==> config.mk <==
export PLATFORM = sky130hd
export DESIGN_NAME = cordic_vector
export DESIGN_NICKNAME = d
export VERILOG_FILES = /design/src/rtl/cordic_pkg.sv /design/src/rtl/cordic_atan_rom.sv /design/src/rtl/cordic_vector.sv
export SDC_FILE = /design/constraint.sdc
export NUM_CORES = 2
export LEC_CHECK = 0
export ABC_AREA = 1
export ABC_CLOCK_PERIOD_IN_PS = 25500
export CAP_MARGIN = 20
export CORE_MARGIN = 2
export CORE_UTILIZATION = 45
export CTS_BUF_LIST = sky130_fd_sc_hd__clkbuf_2 sky130_fd_sc_hd__clkbuf_4 sky130_fd_sc_hd__clkbuf_8
export CTS_CLUSTER_DIAMETER = 60
export CTS_CLUSTER_SIZE = 40
export DETAILED_ROUTE_END_ITERATION = 6
export GPL_TIMING_DRIVEN = 0
export REMOVE_ABC_BUFFERS = 1
export SKIP_CTS_REPAIR_TIMING = 1
export SYNTH_ARGS = -nofsm -noshare
export SYNTH_HDL_FRONTEND = slang
export SYNTH_SLANG_ARGS = --single-unit
==> constraint.sdc <==
create_clock -name clk -period 25.5 [get_ports clk]
set_input_delay 5.1 -clock clk [delete_from_list [all_inputs] [get_ports clk]]
set_output_delay 5.1 -clock clk [all_outputs]
set_load 0.02 [all_outputs]
==> src/rtl/cordic_pkg.sv <==
// Shared constants and types for the CORDIC cores: arctangent table, gain
// compensation factor, angle offsets and the vectoring FSM state encoding.
package cordic_pkg;

  // atan(2^-i) in Q2.30, i = 0..15
  localparam logic [31:0] ATAN_TABLE [0:15] = '{
    32'h3243F6A9, 32'h1DAC6705, 32'h0FADBAFD, 32'h07F56EA7,
    32'h03FEAB77, 32'h01FFD55C, 32'h00FFFAAB, 32'h007FFF55,
    32'h003FFFEB, 32'h001FFFFD, 32'h00100000, 32'h00080000,
    32'h00040000, 32'h00020000, 32'h00010000, 32'h00008000
  };

  localparam logic signed [31:0] K_GAIN           = 32'sh26DD3B6A;
  localparam logic signed [31:0] PI_HALF_Q329     = 32'sh3243F6A9;
  localparam logic signed [31:0] NEG_PI_HALF_Q329 = 32'shCDBC0957;
  localparam logic signed [31:0] PI_Q329          = 32'sh6487ED51;

  typedef enum logic [1:0] {IDLE, ITER, SCALE} state_t;

endpackage

==> src/rtl/cordic_atan_rom.sv <==
// Arctangent lookup, indexed by iteration number; shared with the rotation core.
module cordic_atan_rom
  import cordic_pkg::*;
(
  input  logic [3:0]  i_idx,
  output logic [31:0] o_atan
);

  assign o_atan = ATAN_TABLE[i_idx];

endmodule

==> src/rtl/cordic_vector.sv <==
// Iterative 16-step vectoring-mode CORDIC: returns atan2(y, x) in Q3.29 and the
// gain-compensated magnitude in Q2.30, 17 cycles after start is accepted.
module cordic_vector
  import cordic_pkg::*;
(
  input  logic               clk,
  input  logic               reset,
  input  logic               start,
  input  logic signed [31:0] x_in,
  input  logic signed [31:0] y_in,
  output logic        [31:0] angle_out,
  output logic        [31:0] mag_out,
  output logic               busy,
  output logic               done
);

  state_t             r_state, w_next;
  logic        [3:0]  r_i;
  logic signed [31:0] r_x, r_y, r_z, r_offset;
  logic               r_zero;

  logic        [31:0] w_atan;
  logic signed [31:0] w_xsh, w_ysh;
  logic signed [31:0] w_xpre, w_ypre, w_offpre;
  logic signed [63:0] w_prod;
  logic signed [31:0] w_mag, w_angle;

  cordic_atan_rom u_rom (
    .i_idx  (r_i),
    .o_atan (w_atan)
  );

  // Left-half-plane inputs are rotated by +/-90 degrees so the iterations
  // only ever have to cover the right half plane.
  always_comb begin
    w_xpre   = x_in;
    w_ypre   = y_in;
    w_offpre = '0;
    if (x_in[31]) begin
      if (!y_in[31]) begin
        w_xpre   = y_in;
        w_ypre   = -x_in;
        w_offpre = PI_HALF_Q329;
      end else begin
        w_xpre   = -y_in;
        w_ypre   = x_in;
        w_offpre = NEG_PI_HALF_Q329;
      end
    end
  end

  assign w_xsh   = r_x >>> r_i;
  assign w_ysh   = r_y >>> r_i;
  assign w_prod  = {{32{r_x[31]}}, r_x} * {{32{K_GAIN[31]}}, K_GAIN};
  assign w_mag   = 32'(w_prod >>> 30);
  assign w_angle = (r_z >>> 1) + r_offset;
  assign busy    = (r_state != IDLE);

  always_comb begin
    w_next = r_state;
    case (r_state)
      IDLE:    if (start) w_next = ITER;
      ITER:    if (r_i == 4'd15) w_next = SCALE;
      SCALE:   w_next = IDLE;
      default: w_next = IDLE;
    endcase
  end

  always_ff @(posedge clk) begin
    if (reset) begin
      r_state   <= IDLE;
      r_i       <= '0;
      r_x       <= '0;
      r_y       <= '0;
      r_z       <= '0;
      r_offset  <= '0;
      r_zero    <= 1'b0;
      angle_out <= '0;
      mag_out   <= '0;
      done      <= 1'b0;
    end else begin
      r_state <= w_next;
      done    <= 1'b0;
      case (r_state)
        IDLE: begin
          if (start) begin
            r_x      <= w_xpre;
            r_y      <= w_ypre;
            r_z      <= '0;
            r_offset <= w_offpre;
            r_i      <= '0;
            r_zero   <= (x_in == 32'sd0) && (y_in == 32'sd0);
          end
        end
        ITER: begin
          // Steer y toward zero; the sign of y picks the rotation direction.
          if (!r_y[31]) begin
            r_x <= r_x + w_ysh;
            r_y <= r_y - w_xsh;
            r_z <= r_z + w_atan;
          end else begin
            r_x <= r_x - w_ysh;
            r_y <= r_y + w_xsh;
            r_z <= r_z - w_atan;
          end
          r_i <= r_i + 4'd1;
        end
        SCALE: begin
          angle_out <= r_zero ? 32'd0 : w_angle;
          mag_out   <= r_zero ? 32'd0 : w_mag;
          done      <= 1'b1;
        end
        default: ;
      endcase
    end
  end

endmodule

==> summary.md <==
| Metric | Value |
|---|---|
| Run status | finished, final reports clean |
| Number of levels the H-tree was split into | 4 |
| Top cells by instance count after synthesis | sky130_fd_sc_hd__inv_1 (1,227), sky130_fd_sc_hd__nand2_1 (1,108), sky130_fd_sc_hd__fa_1 (536), sky130_fd_sc_hd__nand3_1 (478), sky130_fd_sc_hd__a21oi_1 (469) |
| Number of nets in the finished design | 7,020 |
| Final Non-Filler Cells | 7,156 |
| Total grt overflow | 0 |
| Mapped Cells | 5,932 |
| Max FO, Critical Path | 11 |
| Wirelength per Cell | 19.7 um |
| Worst setup skew after layout | 15.3 ps |
| 1st-iter DRT viols | 3,841 |
| Final GP Congestion | 0.974 |
| Final Setup Violations | 0 |
| Max-slew violations | 0 |
| Number of warning messages in the yosys log | 0 |
| Area of the multi-input gates | 32,800 um^2 |
| Setup repair after global routing missed its margin | false |
| Count of flip-flops with a built-in enable after synthesis | 0 |
| Instance area after placement | 44,200 um^2 |
| Most numerous cell on the critical path | sky130_fd_sc_hd__fa_1 |
| Post-DP HPWL | 120,000 um |
| Endpoint required time on the critical path | 25,960 ps |
| Reg-to-reg setup timing slack | 16,970 ps |
| Number of vias in the routed layout | 39.1k |
| Crit path largest cell delay | 1030 ps |
| Worst Path Arrival | 8990 ps |
| Final worst setup slack | 16,970 ps |
| Combinational family with the most area after synthesis | adder cells |
| Fraction of post-synthesis cell area in the top cell type by area | 25.8% |
| Reg2Reg Launch Point | r_x[12]$_SDFFE_PP0P_ |
| CTS sink count | 171 |
| Most used DFF post-synth | sky130_fd_sc_hd__dfxtp_1 |
| Number of top-level design ports | 133 |
| Total CTS buffers | 17 |
| Crit path max-delay family | adder cells |
| First-pass GRT wire length | 216,000 um |
| Chip height | 308 um |
| Area of the mapped netlist | 41,600 um^2 |
| Class of the most critical hold timing path | reg2reg |
| Number of different library cells in the post-synthesis netlist | 53 |
| Adder-cell share of the synthesized area | 39.7% |
| Clock buffer depth | 2 |
| Final standard cell area without fillers | 44,700 um^2 |
| Tightest Pin Transition | 1100 ps |
| Maximum number of pins on one net before global-route repair | 95 |
| Highest Clock Rate | 117 MHz |
| Post-synthesis async set-or-reset flop share | 0% |
| Path length in cells of the critical path | 21 |
| Die footprint | 94,800 um^2 |
| Final period demand of the worst path | 8530 ps |
| Layout fillers | 9,376 |
| Library cell with the largest summed area after synthesis | sky130_fd_sc_hd__fa_1 |
| FF+latch area | 3430 um^2 |
| Site row count | 111 |
| Clock root buffer master | sky130_fd_sc_hd__clkbuf_8 |
| Clock transition at path regs | 110 ps |
| Critical setup path kind | reg2reg |
| Synthesis-to-layout area growth | 7.56% |
| Average instance area after synthesis | 7.01 um^2 |
| Top post-synthesis cells by area | sky130_fd_sc_hd__fa_1 (26%), sky130_fd_sc_hd__ha_1 (14%), sky130_fd_sc_hd__inv_1 (11%) |
| First-pass iteration count of the detailed router | 6 |
| Final number of hold-violating endpoints | 0 |
| Number of flip-flops and latches in the synthesized netlist | 171 |
| Max-capacitance violation count | 0 |
| Avg Vias per Cell | 5.46 |
| Multiplexer fraction of the synthesized cell area | 0.0241% |
| Ratio of cells with drive above 1 in the final layout | 2.53% |
| Insertion delay to the later sink of the worst-skew pair | 620 ps |
| Post-Synth XOR/XNOR Area | 2.72% |
| Total global-route track usage | 29.9% |
| Worst setup SP type | flop |
| Complex-gate fraction of the synthesized area | 14.1% |
| Share of the cycle needed by the critical path after routing | 33.4% |
| Final-layout setup total negative slack | 0 ps |
| R2R Path End | mag_out[11]$_SDFFE_PP0P_ |
| Relative slew slack | 26.7% |
| Combined buffer and inverter count along the critical path | 5 |
| Count of input and output buffers | 132 |
| Effective utilization at floorplan | 45.3% |
| Cells traversed along the worst timing path | inv_1, fa_1, fa_1, inv_1, fa_1, fa_1, fa_1, fa_1, fa_1, inv_1, fa_1, inv_1, ha_1, a21oi_1, inv_1, a31oi_1, nand2_1, a21oi_1, nand3_1, o21ai_0, a21oi_1 |
| Total placed cells including tap cells | 7,119 |
| Synthesized-area fraction occupied by and/or/nand/nor cells | 22.3% |
| DRC Markers | 0 |
| Count of antenna-violating nets left after detailed routing | 0 |
| CTS tree | done |
| Initial antenna violation count | 2 |
| Critical path endpoint | mag_out[11]$_SDFFE_PP0P_ |
| Slowest stage cell on the critical path | sky130_fd_sc_hd__dfxtp_1 |
| Horiz. Die Dim | 308 um |
| Number of global-route vias before repair | 36.7k |
| Post-placement setup slack | 17,060 ps |
| Area inside the core boundary | 91,700 um^2 |
| Final wirelength | 141,000 um |
| Logic depth of the worst register-to-register path | 21 |
| Setup crit start | r_x[12]$_SDFFE_PP0P_ |
| Share of synthesized area occupied by flip-flops and latches | 8.24% |
| Most frequent cell after synthesis | sky130_fd_sc_hd__inv_1 |
| Endpoint type of the worst setup path | flop |
-- per-stage QoR --
| stage | hold slack (ps) | utilization [%] |
|---|---|---|
| 3_5_place_dp | 455 | 48.3 |
| 3_3_place_gp | 453 | 47.6 |
| 4_1_cts | 471 | 48.7 |
| 5_1_grt | 486 | 48.8 |
| 6_report | 469 | 48.8 |
| 2_1_floorplan | 440 | - |
-- cell type report --
class / count / share of cell area [%]
repair buffers: 157 / 4.26
multi-input cells: 4368 / 73.4
clock inverters: 13 / 0.313
flip-flops and latches: 171 / 7.68
clock buffers: 19 / 0.585
well taps: 1186 / 3.32
inverters: 1240 / 10.4
diodes: 2 / 0.0112
-- metal layers --
layer  up-vias  part of all wire (%)  track usage [%]  wire (um)
met3       137                   6.6             3.49       9250
met5         -                     0                0          0
met2      1368                    45             47.3      63100
met1     18500                    46             43.5      65400
li1      19000                     -                -          -
met4         0                   2.3             7.15       3270
-- sequential cells by signal, summed over array words and instances (netlist names) --
signal / cells
r_zero: 1
angle_out: 32
r_state: 2
mag_out: 32
r_offset: 3
r_x: 32
r_i: 4
r_y: 32
r_z: 32
done: 1
-- cells by family (layout without fill, tap and decap cells) --
family | count (synthesis) | after routing
AOI/OAI and AO/OA | 1053 | 1053
xor gates and xnor gates | 129 | 129
adders and majority gates | 998 | 998
buffers and inverters | 1393 | 1429
DFF | 171 | 171
muxes | 1 | 1
other | 0 | 2
and+or+nand+nor | 2187 | 2187
-- placed cells by master (no fill, tap or decap), types with 12 or more instances in the layout --
cell type,n
sky130_fd_sc_hd__o21a_1,20
sky130_fd_sc_hd__nand2_1,1107
sky130_fd_sc_hd__nor4_1,22
sky130_fd_sc_hd__or2_2,35
sky130_fd_sc_hd__o211ai_1,34
sky130_fd_sc_hd__nor3_1,49
sky130_fd_sc_hd__o221ai_1,27
sky130_fd_sc_hd__o21bai_1,28
sky130_fd_sc_hd__xor2_1,95
sky130_fd_sc_hd__buf_12,13
sky130_fd_sc_hd__inv_2,13
sky130_fd_sc_hd__a21o_1,21
sky130_fd_sc_hd__inv_1,1223
sky130_fd_sc_hd__clkbuf_8,19
sky130_fd_sc_hd__nor2_1,405
sky130_fd_sc_hd__o21ai_0,339
sky130_fd_sc_hd__nand4_1,50
sky130_fd_sc_hd__ha_1,462
sky130_fd_sc_hd__nand3_1,478
sky130_fd_sc_hd__clkdlybuf4s50_1,130
sky130_fd_sc_hd__o31ai_1,14
sky130_fd_sc_hd__fa_1,536
sky130_fd_sc_hd__a31oi_1,46
sky130_fd_sc_hd__a21oi_1,469
sky130_fd_sc_hd__buf_16,12
sky130_fd_sc_hd__xnor2_1,34
sky130_fd_sc_hd__dfxtp_1,165
-- tightest hold or removal path: stages (launching register included) --
cell                      delay, ps
sky130_fd_sc_hd__dfxtp_1        320
sky130_fd_sc_hd__nand2_1         60
sky130_fd_sc_hd__a21oi_1         50
-- worst min-delay path by stage --
stage                                from                    endpoint  slack [ps]  depth (start not counted)
2_1_floorplan         r_zero$_SDFFE_PP0P_         r_zero$_SDFFE_PP0P_         440                          2
3_3_place_gp   angle_out[28]$_SDFFE_PP0P_  angle_out[28]$_SDFFE_PP0P_         450                          2
3_5_place_dp    angle_out[0]$_SDFFE_PP0P_   angle_out[0]$_SDFFE_PP0P_         460                          2
4_1_cts         angle_out[0]$_SDFFE_PP0P_   angle_out[0]$_SDFFE_PP0P_         470                          2
5_1_grt        angle_out[17]$_SDFFE_PP0P_  angle_out[17]$_SDFFE_PP0P_         490                          2
6_report       angle_out[12]$_SDFFE_PP0P_  angle_out[12]$_SDFFE_PP0P_         470                          2
Power is not shown: default switching activity piles up to over one toggle a cycle in this logic, so the estimate is an artifact.
